$ cat config.mk
export PLATFORM = sky130hd
export DESIGN_NAME = mem_ctrl_flat
export DESIGN_NICKNAME = d
export VERILOG_FILES = /design/src/rtl/mem_ctrl_pkg.sv /design/src/rtl/mem_ctrl_if.sv /design/src/rtl/mem_ctrl_arb.sv /design/src/rtl/mem_ctrl.sv /design/src/flat_wrapper.sv
export SDC_FILE = /design/constraint.sdc
export NUM_CORES = 1
export LEC_CHECK = 0
export ABC_CLOCK_PERIOD_IN_PS = 3100
export BUFFER_PORTS_ARGS = -buffer_cell sky130_fd_sc_hd__clkbuf_2
export CAP_MARGIN = 20
export CORE_ASPECT_RATIO = 1.4
export CORE_MARGIN = 2
export CORE_UTILIZATION = 35
export CTS_BUF_LIST = sky130_fd_sc_hd__clkbuf_4 sky130_fd_sc_hd__clkbuf_8 sky130_fd_sc_hd__clkbuf_16
export DETAILED_ROUTE_END_ITERATION = 8
export PLACE_DENSITY_LB_ADDON = 0.1
export REMOVE_ABC_BUFFERS = 1
export SETUP_SLACK_MARGIN = 0.5
export SLEW_MARGIN = 20
export SYNTH_ARGS = -nofsm -noshare
export SYNTH_HDL_FRONTEND = slang
export SYNTH_SLANG_ARGS = --single-unit
$ cat constraint.sdc
create_clock -name clk -period 3.1 [get_ports clk]
set_input_delay 0.62 -clock clk [delete_from_list [all_inputs] [get_ports clk]]
set_output_delay 0.62 -clock clk [all_outputs]
set_load 0.005 [all_outputs]
$ cat src/rtl/mem_ctrl_pkg.sv
// Shared types and constants for the byte-serialising memory controller.
//   state_e : controller FSM states
//   BYTE_W  : width of the RAM data port
package mem_ctrl_pkg;

  localparam int unsigned BYTE_W = 8;

  typedef enum logic [1:0] {
    IDLE = 2'd0,
    XFER = 2'd1,
    WAIT = 2'd2,
    DONE = 2'd3
  } state_e;

endpackage

$ cat src/rtl/mem_ctrl_if.sv
// Requester-side bus of mem_ctrl: N flattened request channels plus the
// per-channel completion pulse and the shared read-data return.
//   master : requester view (drives req/we/addr/wdata/len)
//   slave  : controller view (drives done/rdata)
interface mem_ctrl_if #(
  parameter int unsigned NCH    = 2,
  parameter int unsigned ADDR_W = 32,
  parameter int unsigned DATA_W = 32,
  parameter int unsigned LEN_W  = 2
);

  logic [NCH-1:0]        req;
  logic [NCH-1:0]        we;
  logic [NCH*ADDR_W-1:0] addr;
  logic [NCH*DATA_W-1:0] wdata;
  logic [NCH*LEN_W-1:0]  len;
  logic [NCH-1:0]        done;
  logic [DATA_W-1:0]     rdata;

  modport master (
    output req, we, addr, wdata, len,
    input  done, rdata
  );

  modport slave (
    input  req, we, addr, wdata, len,
    output done, rdata
  );

endinterface

$ cat src/rtl/mem_ctrl_arb.sv
// Combinational requester arbiter.
//   req_i  : per-channel request
//   last_i : index of the previous grant (round-robin pointer)
//   gnt_o  : one-hot grant, all zero when nothing requests
//   idx_o  : index of the granted channel
// RR=0 : highest requesting index wins. RR=1 : search starts at last_i+1.
module rr_arbiter #(
  parameter int unsigned NCH   = 2,
  parameter int unsigned RR    = 0,
  parameter int unsigned IDX_W = 1
) (
  input  logic [NCH-1:0]   req_i,
  input  logic [IDX_W-1:0] last_i,
  output logic [NCH-1:0]   gnt_o,
  output logic [IDX_W-1:0] idx_o
);

  always_comb begin
    logic        found;
    int unsigned c;
    gnt_o = '0;
    idx_o = '0;
    found = 1'b0;
    c     = 0;
    if (RR == 0) begin
      // Later (higher) indices overwrite earlier ones.
      for (int unsigned i = 0; i < NCH; i++) begin
        if (req_i[i]) idx_o = IDX_W'(i);
      end
    end else begin
      for (int unsigned off = 1; off <= NCH; off++) begin
        c = (32'(last_i) + off) % NCH;
        if (!found && req_i[c]) begin
          found = 1'b1;
          idx_o = IDX_W'(c);
        end
      end
    end
    if (|req_i) gnt_o[idx_o] = 1'b1;
  end

endmodule

$ cat src/rtl/mem_ctrl.sv
// Memory controller: arbitrates N requesters onto one byte-wide RAM port,
// serialises 1..DATA_W/8-byte little-endian transfers and assembles reads.
//   clk, rst_n : clock, asynchronous active-low reset
//   rdy        : system ready, low freezes the controller
//   cpu        : requester bus (req/we/addr/wdata/len in, done/rdata out)
//   mem_a      : RAM byte address
//   mem_we     : RAM write strobe
//   mem_dout   : RAM write byte
//   mem_din    : RAM read byte, valid one cycle after its address
module mem_ctrl
  import mem_ctrl_pkg::*;
#(
  parameter int unsigned NCH    = 2,
  parameter int unsigned ADDR_W = 32,
  parameter int unsigned DATA_W = 32,
  parameter int unsigned RR     = 0
) (
  input  logic              clk,
  input  logic              rst_n,
  input  logic              rdy,
  mem_ctrl_if.slave         cpu,
  output logic [ADDR_W-1:0] mem_a,
  output logic              mem_we,
  output logic [BYTE_W-1:0] mem_dout,
  input  logic [BYTE_W-1:0] mem_din
);

  localparam int unsigned NB    = DATA_W / BYTE_W;
  localparam int unsigned LEN_W = (NB > 1) ? $clog2(NB) : 1;
  localparam int unsigned IDX_W = (NCH > 1) ? $clog2(NCH) : 1;

  state_e             state_q;
  logic [IDX_W-1:0]   g_q;
  logic [IDX_W-1:0]   last_grant_q;
  logic               we_q;
  logic [LEN_W-1:0]   len_q;
  logic [LEN_W-1:0]   k_q;
  logic [LEN_W-1:0]   kprev_q;
  logic               rd_issue_q;
  logic [ADDR_W-1:0]  mem_a_q;
  logic [DATA_W-1:0]  wsh_q;
  logic [DATA_W-1:0]  rdata_q;

  logic [NCH-1:0]     gnt;
  logic [IDX_W-1:0]   gidx;
  logic               issue;
  logic               last_byte;
  logic [NCH-1:0]     done_c;

  rr_arbiter #(
    .NCH  (NCH),
    .RR   (RR),
    .IDX_W(IDX_W)
  ) u_arb (
    .req_i (cpu.req),
    .last_i(last_grant_q),
    .gnt_o (gnt),
    .idx_o (gidx)
  );

  assign issue     = (state_q == XFER) && rdy;
  assign last_byte = (k_q == len_q);

  // Controller FSM with transfer datapath.
  always_ff @(posedge clk or negedge rst_n) begin
    if (!rst_n) begin
      state_q      <= IDLE;
      g_q          <= '0;
      last_grant_q <= IDX_W'(NCH - 1);
      we_q         <= 1'b0;
      len_q        <= '0;
      k_q          <= '0;
      kprev_q      <= '0;
      rd_issue_q   <= 1'b0;
      mem_a_q      <= '0;
      wsh_q        <= '0;
      rdata_q      <= '0;
    end else begin
      // Read capture trails the issue by one cycle and ignores rdy, so the
      // byte addressed just before a stall is still collected.
      rd_issue_q <= issue && !we_q;
      kprev_q    <= k_q;
      if (rd_issue_q) rdata_q[BYTE_W*kprev_q +: BYTE_W] <= mem_din;

      case (state_q)
        IDLE: begin
          if ((|gnt) && rdy) begin
            g_q          <= gidx;
            last_grant_q <= gidx;
            we_q         <= cpu.we[gidx];
            len_q        <= cpu.len[gidx*LEN_W +: LEN_W];
            mem_a_q      <= cpu.addr[gidx*ADDR_W +: ADDR_W];
            wsh_q        <= cpu.wdata[gidx*DATA_W +: DATA_W];
            k_q          <= '0;
            rdata_q      <= '0;
            state_q      <= XFER;
          end
        end
        XFER: begin
          if (rdy) begin
            if (last_byte) begin
              state_q <= we_q ? DONE : WAIT;
            end else begin
              k_q     <= k_q + LEN_W'(1);
              mem_a_q <= mem_a_q + ADDR_W'(1);
              wsh_q   <= wsh_q >> BYTE_W;
            end
          end
        end
        // The last capture fires on the first WAIT cycle regardless of rdy.
        WAIT: if (rdy) state_q <= DONE;
        DONE: if (rdy) state_q <= IDLE;
        default: state_q <= IDLE;
      endcase
    end
  end

  // Completion pulse for the granted channel, suppressed while stalled.
  always_comb begin
    done_c = '0;
    if ((state_q == DONE) && rdy) done_c[g_q] = 1'b1;
  end

  assign cpu.done  = done_c;
  assign cpu.rdata = rdata_q;
  assign mem_a     = mem_a_q;
  assign mem_dout  = wsh_q[BYTE_W-1:0];
  // Strobe is qualified by rdy in-cycle so a stalled cycle never writes.
  assign mem_we    = (state_q == XFER) && we_q && rdy;

endmodule

$ cat src/flat_wrapper.sv
// flat-port wrapper written by rule: the top's interface ports become plain ports
module mem_ctrl_flat import mem_ctrl_pkg::*;
#(
  parameter int unsigned NCH    = 2,
  parameter int unsigned ADDR_W = 32,
  parameter int unsigned DATA_W = 32,
  parameter int unsigned RR     = 0
)
  (clk, rst_n, rdy, mem_a, mem_we, mem_dout, mem_din, cpu_req, cpu_we, cpu_addr, cpu_wdata, cpu_len, cpu_done, cpu_rdata);
  mem_ctrl_if #(.NCH(NCH), .ADDR_W(ADDR_W), .DATA_W(DATA_W), .LEN_W((2))) cpu_i ();
  input  logic clk;
  input  logic rst_n;
  input  logic rdy;
  output logic [ADDR_W-1:0] mem_a;
  output logic mem_we;
  output logic [BYTE_W-1:0] mem_dout;
  input  logic [BYTE_W-1:0] mem_din;
  input wire logic [$bits(cpu_i.req)-1:0] cpu_req;
  input wire logic [$bits(cpu_i.we)-1:0] cpu_we;
  input wire logic [$bits(cpu_i.addr)-1:0] cpu_addr;
  input wire logic [$bits(cpu_i.wdata)-1:0] cpu_wdata;
  input wire logic [$bits(cpu_i.len)-1:0] cpu_len;
  output wire logic [$bits(cpu_i.done)-1:0] cpu_done;
  output wire logic [$bits(cpu_i.rdata)-1:0] cpu_rdata;
  assign cpu_i.req = cpu_req;
  assign cpu_i.we = cpu_we;
  assign cpu_i.addr = cpu_addr;
  assign cpu_i.wdata = cpu_wdata;
  assign cpu_i.len = cpu_len;
  assign cpu_done = cpu_i.done;
  assign cpu_rdata = cpu_i.rdata;
  mem_ctrl #(.NCH(NCH), .ADDR_W(ADDR_W), .DATA_W(DATA_W), .RR(RR)) u_core (.clk(clk), .rst_n(rst_n), .rdy(rdy), .cpu(cpu_i), .mem_a(mem_a), .mem_we(mem_we), .mem_dout(mem_dout), .mem_din(mem_din));
endmodule
==> impl_metrics.ini <==
[clock_tree]
path_clk_slew_ps = 80
cts_sinks = 107
postCtsHoldBufs = 0
cts_tree = yes
post_cts_resized = 0
htreeDepth = 3
clockRootBuffer = clkbuf_16
post_cts_buffers = 0
cts_buffers = 9
clk_latency_ps = 360
clk_path_buf_depth = 2

[grt]
grt_max_degree = 72
grt_pass1_vias = 5923
grt_pass1_wl_um = 30600
grt_usage_pct = 20.0
overflow = 0
top_usage_layer = met2
antenna_found_initial = 0
met2_usage_pct = 36.8
grt_use_met1_pct = 24.0
grt_util_met3_pct = 3.01

[routing]
ant_nets = 0
post_drt_via_cell_ratio = 5.28
drc = 0
post_drt_wl_per_cell_um = 16.8
wl_um = 19100
first_pass_iters = 5
vias = 5987
drt-initial-drc-count = 417

[setup_path]
reg2reg_depth = 5
start_kind = register
cp.arrival_ps = 2720
cp_max_fo = 15
critPathKind = reg -> reg
critPathRequiredTime_ps = 3400
crit_path_end_kind = register

[floorplanning]
die_area_um2 = 19100
pin_count = 222
row_count = 58
die_x_um = 117
core_um2 = 17800
die_h_um = 163
initial_core_util_pct = 35.4

[yosys]
synth_seq_cells = 107
synth.cell_area_um2 = 6300
synth_edf_count = 0
yosys.cell_types.count = 66
synth_warnings = 0
async_flop_share_pct = 100
ys_seq_area_share_pct = 42.5
yosysMostFrequentCell = dfrtp_1
synth_top_cell_area_share_pct = 42.5
yosys.area.top_type = dfrtp_1
syn_inst = 688
synth_top_flop_cell = dfrtp_1
syn_area_per_cell_um2 = 9.15
synth_area_leaders = dfrtp_1 (43%), mux2i_1 (9.7%), nor2_1 (4.8%)
synth.top_cells.by_count = dfrtp_1 (107), nor2_1 (81), nand2_1 (71), mux2i_1 (61), a21oi_1 (55)

[flow_run]
cap_violations = 0

[sta]
fmax_mhz = 412
slew_headroom_pct = 42.3
finalSetupTns_ps = 0
whs_ps = 216
setup_viol = 0
finalHoldViolations = 0
rsz0062_at_grt = false
min_period_over_period_pct = 78.2
final_max_slew_viol_count = 0
skew_ps = 8.42
fin_crit_ps = 2430
tightest_slew_ps = 863

[finish]
antenna_cells = 0
layout.nets = 1046
layout-drive-gt1-share_pct = 31.6
area_growth_pct = 26.1

[power]
p_leak_nw = 3.90
pwr_density_cell_nw_per_um2 = 874
ir_drop_mv = 0.356

[placed_design]
hpwl_um = 14100
place_congestion = 0.802
io_buffers = 221

[run_status]
status = finished clean

[min_path]
min_path_type = in -> async
==> through the flow <==
stage               instances  power, mW  utilization, %  worst slack (ps)  area [um^2]
global route             1133       7.52            44.7               514         7940
detailed placement       1117       5.75            42.9               597         7620
floorplan                 636       4.36               -             -2000         6010
finish                   1133       6.94            44.7               674         7940
CTS                      1133       6.99            44.6               587         7940
global placement         1117       5.63            42.9               611         7620
==> critical path: stages (launching register included) <==
cell and delay (ps):
dfrtp_1 490, and4_1 320, and2_0 690, nand3_2 250
or4_1 520, nand3_1 90
==> flip-flops by register name, summed over array words and instances (netlist names) <==
name               cells
u_core.wsh_q          32
u_core.g_q             1
u_core.cpu.rdata      32
u_core.rd_issue_q      1
u_core.mem_a          32
u_core.we_q            1
u_core.k_q             2
u_core.len_q           2
u_core.state_q         2
u_core.kprev_q         2
==> kinds of logic after synthesis <==
group	after synthesis	share of synthesized area (%)
adder cells (fa/ha/maj)	11	2.19
flip-flops	107	42.5
XOR/XNOR	2	0.278
multiplexers	67	10.8
buffers and inverters	66	5.40
AO/OA/AOI/OAI	192	19.5
AND/OR/NAND/NOR	243	19.3
==> worst paths after layout <==
path	to	startpoint	slack (ps)
min in group clk	u_core.kprev_q[1]$_DFF_PN0_	u_core.k_q[1]$_DFFE_PN0P_	460
max in group asynchronous	u_core.mem_a[18]$_DFFE_PN0P_	rst_n	2120
worst min register to register	u_core.kprev_q[1]$_DFF_PN0_	u_core.k_q[1]$_DFFE_PN0P_	460
worst max-delay path	u_core.mem_a[22]$_DFFE_PN0P_	u_core.mem_a[13]$_DFFE_PN0P_	670
worst min-delay path	u_core.wsh_q[3]$_DFFE_PN0P_	rst_n	220
worst max register to register	u_core.mem_a[22]$_DFFE_PN0P_	u_core.mem_a[13]$_DFFE_PN0P_	670
==> cells in the final DEF, fill, tap and decap left out, types with 14 or more instances in the layout <==
master    count
clkbuf_2    219
dfrtp_1     107
nor2_1       80
nand2_1      71
mux2i_1      61
a21oi_1      55
o21ai_0      41
a22oi_1      33
buf_4        20
nand3_1      16
inv_1        14
==> report_power, final <==
group          total [mW]  switching, mW  internal (mW)
registers            2.50          0.570           1.93
logic                3.20           1.90           1.29
clock network        1.24          0.589          0.651
==> cell type report <==
cell class                      instances  area (um^2)
Fill cell                            1809         9840
Tap cell                              240          300
Timing Repair Buffer                  241         1290
Multi-Input combinational cell        515         3300
Inverter                               14         52.6
Clock buffer                            9          225
Clock inverter                          7         92.6
Sequential cell                       107         2680
==> layer usage <==
layer | up-vias | wire, um | part of all wire, %
met5 | - | 0 | 0
met4 | 0 | 247 | 1.3
met3 | 15 | 868 | 4.5
met2 | 170 | 10100 | 53
met1 | 2893 | 7840 | 41
li1 | 2909 | - | -
No activity file was read; power rests on OpenSTA's default activity.
